===== config.mk =====
export PLATFORM = sky130hd
export DESIGN_NAME = io_wait_controller
export DESIGN_NICKNAME = d
export VERILOG_FILES = /design/src/rtl/io_wait_controller.sv
export SDC_FILE = /design/constraint.sdc
export NUM_CORES = 1
export LEC_CHECK = 0
export ABC_AREA = 0
export BUFFER_PORTS_ARGS = -buffer_cell sky130_fd_sc_hd__buf_2
export CELL_PAD_IN_SITES_DETAIL_PLACEMENT = 0
export CELL_PAD_IN_SITES_GLOBAL_PLACEMENT = 2
export CORE_AREA = 2 2 107 109
export DETAILED_ROUTE_END_ITERATION = 10
export DIE_AREA = 0 0 109 111
export PLACE_DENSITY = 0.87
export SLEW_MARGIN = 10
export SYNTH_ARGS = -nofsm -noshare
export SYNTH_HDL_FRONTEND = slang
export SYNTH_SLANG_ARGS = --single-unit

===== constraint.sdc =====
create_clock -name clock -period 4.3 [get_ports clock]
set_input_delay 0.86 -clock clock [delete_from_list [all_inputs] [get_ports clock]]
set_output_delay 0.86 -clock clock [all_outputs]
set_load 0.1 [all_outputs]

===== src/rtl/io_wait_controller.sv =====
// IN/OUT instruction sequencer: halts the PC for IN until a debounced
// press-and-release, then strobes the register write; OUT loads a display latch.
module io_wait_controller #(
    parameter int          DATA_W          = 32,
    parameter int          DEBOUNCE_CYCLES = 50000,
    parameter logic [5:0]  OP_IN           = 6'b100000,
    parameter logic [5:0]  OP_OUT          = 6'b100010
) (
    input  logic              clock,
    input  logic              reset,
    input  logic [5:0]        opcode,
    input  logic              botao,
    input  logic [DATA_W-1:0] switches,
    input  logic [DATA_W-1:0] out_data,
    output logic              halt,
    output logic [DATA_W-1:0] in_data,
    output logic              in_write,
    output logic [DATA_W-1:0] out_display,
    output logic              out_valid,
    output logic [1:0]        busy_state
);

    localparam int CNT_W = $clog2(DEBOUNCE_CYCLES + 1);
    localparam logic [CNT_W-1:0] CNT_MAX = CNT_W'(DEBOUNCE_CYCLES - 1);

    typedef enum logic [1:0] {
        IDLE         = 2'b00,
        WAIT_PRESS   = 2'b01,
        WAIT_RELEASE = 2'b10,
        COMMIT       = 2'b11
    } state_t;

    state_t           state, state_d;
    logic             sync_q1, sync_q2;
    logic             deb;
    logic [CNT_W-1:0] cnt;
    logic             deb_flip;
    logic             halt_c;
    logic             capture;
    logic             out_load;

    always_ff @(posedge clock or posedge reset) begin
        if (reset) begin
            sync_q1 <= 1'b0;
            sync_q2 <= 1'b0;
        end else begin
            sync_q1 <= botao;
            sync_q2 <= sync_q1;
        end
    end

    // Level change accepted only after DEBOUNCE_CYCLES consecutive differing samples
    assign deb_flip = (sync_q2 != deb) && (cnt == CNT_MAX);

    always_ff @(posedge clock or posedge reset) begin
        if (reset) begin
            deb <= 1'b0;
            cnt <= '0;
        end else if (sync_q2 == deb) begin
            cnt <= '0;
        end else if (deb_flip) begin
            deb <= ~deb;
            cnt <= '0;
        end else begin
            cnt <= cnt + CNT_W'(1);
        end
    end

    always_ff @(posedge clock or posedge reset) begin
        if (reset) begin
            state <= IDLE;
        end else begin
            state <= state_d;
        end
    end

    always_comb begin
        state_d  = state;
        halt_c   = 1'b0;
        in_write = 1'b0;
        capture  = 1'b0;
        out_load = 1'b0;
        unique case (state)
            IDLE: begin
                if (opcode == OP_IN) begin
                    halt_c  = 1'b1;
                    state_d = WAIT_PRESS;
                end else if (opcode == OP_OUT) begin
                    out_load = 1'b1;
                end
            end
            WAIT_PRESS: begin
                halt_c = 1'b1;
                if (deb && !deb_flip) begin
                    capture = 1'b1;
                    state_d = WAIT_RELEASE;
                end
            end
            WAIT_RELEASE: begin
                halt_c = 1'b1;
                if (!deb) begin
                    state_d = COMMIT;
                end
            end
            COMMIT: begin
                in_write = 1'b1;
                state_d  = IDLE;
            end
            default: state_d = IDLE;
        endcase
    end

    assign halt       = halt_c & ~reset;
    assign busy_state = state;

    always_ff @(posedge clock or posedge reset) begin
        if (reset) begin
            in_data     <= '0;
            out_display <= '0;
            out_valid   <= 1'b0;
        end else begin
            if (capture) begin
                in_data <= switches;
            end
            if (out_load) begin
                out_display <= out_data;
                out_valid   <= 1'b1;
            end
        end
    end

endmodule

==> flow_summary.json, run 1 <==
{
  "grt_use_met2_pct": 19.1,
  "p_sw_share_pct": 20.6,
  "synth_top_cell_by_area": "dfrtp_1",
  "die_height_um": 111,
  "antenna_left": 0,
  "diodes": 0,
  "start_util_pct": 33.1,
  "pwr-share-comb_pct": 3.7,
  "clock_latency_ns": 0.34,
  "port_buffers": 141,
  "ir_drop_uv": 158,
  "cts_setup_buffers": 0,
  "overflow": 0,
  "syn_area_sq_um": 3660,
  "setup_violations": 0,
  "syn_to_final_growth_pct": 31.1,
  "start_kind": "primary input",
  "drtPass1Iterations": 4,
  "seq_power_share_pct": 49.0,
  "hp-class": "reg -> reg",
  "dp_hpwl_mm": 5.15,
  "ys_ff_latch": 86,
  "crit_path_end_kind": "output port",
  "die_area_sq_um": 12100,
  "grt_pass1_vias": 2359,
  "post_cts_resized": 0,
  "synth_top_area_share_pct": 58.8,
  "globalRouteTotalUtil_pct": 12.3,
  "maxSlewHeadroom_pct": 40.3,
  "critPathKind": "in -> out",
  "ctsLongestPathBuffers": 2,
  "period_needed_ns": 3.35,
  "holdBufCountCts": 0,
  "std_cell_rows": 39,
  "yosysWarnings": 0,
  "fill_cells": 1042,
  "num_vias": 2419,
  "drc_errors": 0,
  "arrival_ns": 2.49,
  "synthesis.nets": 326,
  "leakage_uw": 0.00259,
  "clockRootBuffer": "clkbuf_16",
  "die_w_um": 109,
  "antenna_found_initial": 0,
  "routed_wl_mm": 7.16,
  "p_clk_share_pct": 47.3,
  "placed_cells": 525,
  "worst_pin_slew_ns": 0.894,
  "synth_edf_count": 0,
  "busiest_layer": "met2",
  "clk_pin_slew_worst_paths_ns": 0.06,
  "switchingPower_uw": 343,
  "use_met1_pct": 15.7,
  "avgSynthCellArea_sq_um": 14.8,
  "wl_per_cell_um": 13.2,
  "status": "completed",
  "routed_via_density": 4.47,
  "critPathMaxFanout": 3,
  "grt_pass1_wl_mm": 11.6,
  "post-route-period-util_pct": 77.9,
  "synthFlopType": "dfrtp_1",
  "critPathRequiredTime_ns": 3.44,
  "powerDensity_nw_per_um2": 347,
  "fin_nets": 472,
  "synth-async-reset-ratio_pct": 100,
  "seq_area_frac_synth_pct": 58.8,
  "drive_above_1_share_pct": 58.8,
  "synth_cells": 247,
  "fmax_mhz": 299,
  "finalNonFillerCells": 541,
  "internal_power_uw": 1320,
  "yosys-top-cells-area": "dfrtp_1 (59%), mux2_4 (12%), mux2_2 (11%), xnor2_1 (2.4%), ha_1 (2.0%)",
  "cts.sinks": 86,
  "ios": 142,
  "finClkSkew_ns": 0.00879,
  "cap_viol_max_count": 0,
  "gp_congestion": 0.769,
  "tns_ns": 0,
  "grt_max_degree": 54,
  "h-tree-depth": 3,
  "core_sq_um": 11100,
  "rsz0062_at_grt": "false",
  "initialDrtViolationCount": 75,
  "synth_cell_types": 31,
  "final-hold-violation-count": 0,
  "final_max_slew_viol_count": 0,
  "grt.met3_usage_pct": 3.00,
  "r2r_setup_slack_ns": 1.82,
  "cts_tree": "built",
  "cts-buffers-inserted": 9
}
## cells by family after synthesis
group	after synthesis	synth area share, %
AOI/OAI and AO/OA	6	1.37
buffers and inverters	14	2.87
adders and majority gates	6	2.05
muxes	68	23.9
xor gates and xnor gates	14	3.35
and+or+nand+nor	53	7.69
DFF	86	58.8
## per-layer routing
layer,vias to the layer above,wire (um)
li1,1152,-
met1,1171,3170
met2,82,3330
met3,14,502
met4,0,148
met5,-,0
## through the flow
stage	worst slack, ns	cell area (sq um)	total power (uW)	utilization (%)	hold WS (ns)
after detailed placement	0.943	4490	893	40.6	0.337
after global placement	0.971	4490	892	40.6	0.336
after CTS	0.943	4800	1700	43.3	0.351
after floorplan	0.476	3670	853	-	0.331
final	0.951	4800	1660	43.3	0.349
after global routing	0.888	4800	1730	43.3	0.356
## flip-flops by register name, indices dropped and copies added, names as in the netlist
signal,count
out_display,32
out_valid,1
sync_q1,1
deb,1
cnt,16
in_data,32
sync_q2,1
busy_state,2
## final timing paths
path / startpoint / end / cells after the start
min in group asynchronous: reset / out_display[30] / 2
max in group asynchronous: reset / in_data[27] / 3
max reg2reg: cnt[10] / in_data[24] / 4
min: sync_q1 / sync_q2 / 0
min reg2reg: sync_q1 / sync_q2 / 0
max: opcode[3] / halt / 6
## area by class of cell
| type | instances | area (sq um) | area share, % |
|---|---|---|---|
| clock buffer | 11 | 253 | 5.26 |
| clock inverter | 5 | 56.3 | 1.17 |
| inverter | 6 | 23.8 | 0.495 |
| multi-input combinational | 147 | 1420 | 29.5 |
| sequential | 86 | 2150 | 44.8 |
| tap | 143 | 179 | 3.73 |
| timing repair buffer | 143 | 721 | 15.0 |
## critical path, stage by stage
cell and delay (ns):
buf_2 0.09, or4b_2 0.74, nor3_1 0.16, a21oi_1 0.09, nor3_2 0.10, buf_2 0.44
## placed cells by master, fill, tap and decap left out, types with 2 or more instances in the layout
cell	instances
buf_4	2
nand2_1	7
clkbuf_8	2
nor4_1	3
xnor2_1	10
mux2i_1	2
mux2_4	30
buf_2	141
inv_1	5
dfrtp_1	86
clkinv_2	3
a21oi_1	2
xor2_1	4
clkbuf_16	9
nor2_1	18
nand4_1	4
nor3_1	5
mux2_2	36
nand3_1	6
ha_1	6
## power groups by stage
stage	clock network, uW	logic [uW]	registers, uW
finish	788	61.1	815
global route	850	69.6	815
CTS	820	63.6	815
detailed placement	0	63.2	830
global placement	0	62.1	830
floorplan	0	23.3	830
## synth_stat cells, types with 2 or more instances
cell,instances
nand4_1,4
clkbuf_1,2
xor2_1,4
inv_1,6
nor3_1,6
mux2_4,30
buf_2,3
a21oi_1,2
nand2_1,7
nor4_1,3
ha_1,6
dfrtp_1,86
mux2_2,36
xnor2_1,10
mux2i_1,2
buf_12,3
nand3_1,6
nor2_1,18
(Power assumes the default switching activity.)
==> inputs of run 2 (changes only) <==
- ABC_AREA: 0 -> 1
- CORE_AREA: 2 2 107 109 -> 2 2 126 128
- DIE_AREA: 0 0 109 111 -> 0 0 128 130
- PLACE_DENSITY: 0.87 -> 0.78
- clock period: 4.3 -> 2.75 ns (I/O delays scaled with it)
==> flow_summary.json, run 2 <==
{
  "status": "completed",
  "fmax_mhz": 442,
  "synth_cells": 425,
  "grt_max_degree": 55,
  "tns_ns": 0,
  "synth_top_area_share_pct": 57.8,
  "fin_util_pct": 32.3,
  "overflow": 0,
  "synthesis.nets": 504,
  "dp_hpwl_mm": 6.96,
  "yosys-top-cells-area": "dfrtp_1 (58%), nand2_1 (13%), o21ai_0 (7.0%), inv_1 (5.4%), nor2_1 (2.6%)",
  "grt_pass1_wl_mm": 15.6,
  "port_buffers": 141,
  "seq_area_frac_synth_pct": 57.8,
  "synthFlopType": "dfrtp_1",
  "r2r_setup_slack_ns": 0.79,
  "routed_via_density": 4.21,
  "gp_congestion": 0.816,
  "synth_cell_types": 27,
  "most-common-layout-cells": "buf_2 (140), nand2_1 (125), dfrtp_1 (85)",
  "rr_worst_depth": 9,
  "yosysWarnings": 0,
  "endpoint": "halt",
  "cts_setup_buffers": 0,
  "final_common_cell": "buf_2",
  "holdBufCountCts": 0,
  "synth-async-reset-ratio_pct": 100,
  "worst_pin_slew_ns": 0.744,
  "powerDensity_nw_per_um2": 929,
  "routed_wl_mm": 9.61,
  "critPathSlowestCell": "dfrtp_1",
  "cts.sinks": 86,
  "setup_violations": 0,
  "reg_top3": "in_data (32), out_display (32), cnt (16)",
  "reg2reg_to": "busy_state[0]",
  "die_area_sq_um": 16600,
  "drtPass1Iterations": 4,
  "drc_errors": 0,
  "diodes": 0,
  "syn_area_sq_um": 3720,
  "syn_to_final_growth_pct": 33.8,
  "rsz0062_at_grt": "false",
  "max_stage_delay_ns": 0.43,
  "ctsLongestPathBuffers": 2,
  "critPathKind": "reg -> out",
  "r2r-start": "cnt[0]",
  "globalRouteTotalUtil_pct": 11.9,
  "leakage_uw": 0.00236,
  "fill_cells": 1672,
  "synth.top_cells.by_count": "nand2_1 (125), dfrtp_1 (86), inv_1 (54), o21ai_0 (52), nor2_1 (26)",
  "fin_nets": 647,
  "antenna_left": 0,
  "yosysMostFrequentCell": "nand2_1",
  "multiInputGateArea_sq_um": 1300,
  "h-tree-depth": 3,
  "start_util_pct": 24.1,
  "synth_edf_count": 0,
  "grt_pass1_vias": 3225,
  "post-route-period-util_pct": 82.2,
  "die_height_um": 130,
  "core_sq_um": 15400,
  "hp-class": "in -> async",
  "ir_drop_uv": 501,
  "std_cell_rows": 46,
  "cp-startpoint": "busy_state[1]",
  "ios": 142,
  "cts-buffers-inserted": 9,
  "finClkSkew_ns": 0.00845,
  "critPathRequiredTime_ns": 2.20,
  "final_max_slew_viol_count": 0,
  "cap_viol_max_count": 0,
  "ys_ff_latch": 86,
  "period_needed_ns": 2.26,
  "avgSynthCellArea_sq_um": 8.76,
  "path_cells": "inv_1 > ha_1 > a31oi_1 > nor3_4 > buf_12",
  "num_vias": 3220,
  "antenna_found_initial": 0,
  "clock_latency_ns": 0.34,
  "critPathMaxFanout": 5,
  "arrival_ns": 1.71,
  "drive_above_1_share_pct": 30.7,
  "regArea_sq_um": 2150,
  "clk_pin_slew_worst_paths_ns": 0.06,
  "synth_top_cell_by_area": "dfrtp_1",
  "placed_area_sq_um": 4680,
  "finalInstanceArea_sq_um": 4980,
  "final-hold-violation-count": 0,
  "start_kind": "flip-flop",
  "maxSlewHeadroom_pct": 50.3,
  "post_cts_resized": 0,
  "initialDrtViolationCount": 97,
  "wl_per_cell_um": 12.6,
  "clockRootBuffer": "clkbuf_16",
  "die_w_um": 128,
  "cts_tree": "built",
  "crit_path_end_kind": "output port"
}
==> run 2: cell count changes after synthesis, sizes merged, moves of 4 or more <==
cell    delta
nand2    +119
o21ai     +67
mux2      -66
inv       +48
nor2       +9
clkbuf     +7
xnor2      -6
nand3      +4
==> run 2: area by class of cell <==
| cell class | count | area share (%) |
|---|---|---|
| repair buffers | 148 | 15.8 |
| flip-flops and latches | 86 | 43.2 |
| inverters | 54 | 4.14 |
| multi-input cells | 269 | 26.1 |
| clock inverters | 4 | 0.603 |
| well taps | 192 | 4.82 |
| clock buffers | 12 | 5.35 |
==> run 2: power breakdown <==
part,switching [uW],internal (uW)
Combinational,1600,318
Clock,511,688
Sequential,94.2,1420
==> run 2: cell families after synthesis <==
kind of cell,share of synthesized area (%)
AO/OA/AOI/OAI,10.4
XOR/XNOR,2.32
adder cells (fa/ha/maj),2.02
buffers and inverters,7.80
flip-flops,57.8
AND/OR/NAND/NOR,19.7
==> run 2: worst min-delay path by stage <==
stage	end	slack, ns	cells after the start
finish	out_display[11]	0.23	2
global route	out_display[7]	0.25	2
CTS	out_display[11]	0.23	2
detailed placement	sync_q2	0.34	0
global placement	sync_q2	0.34	0
floorplan	sync_q2	0.33	0
==> run 2: per-layer routing <==
layer	vias to the layer above	global-route usage, %	part of all wire, %
li1	1619	-	-
met1	1507	14.5	43
met2	85	19.8	50
met3	9	2.95	5.0
met4	0	5.82	1.8
met5	-	0	0
==> run 2: per-stage QoR <==
step	cells	total power [uW]	setup WS, ns	hold slack, ns
finish	765	4630	0.490	0.230
global placement	749	3450	0.461	0.344
CTS	765	4710	0.339	0.233
floorplan	425	3070	-0.0968	0.331
global route	765	4860	0.427	0.250
detailed placement	749	3470	0.370	0.342
==> run 2: worst max-delay path, delay by kind of cell, from the launching register on <==
family	cells	cell delay [ns]
AO/OA/AOI/OAI	1	0.27
flip-flops	1	0.43
AND/OR/NAND/NOR	1	0.07
buffers and inverters	2	0.28
adder cells (fa/ha/maj)	1	0.31
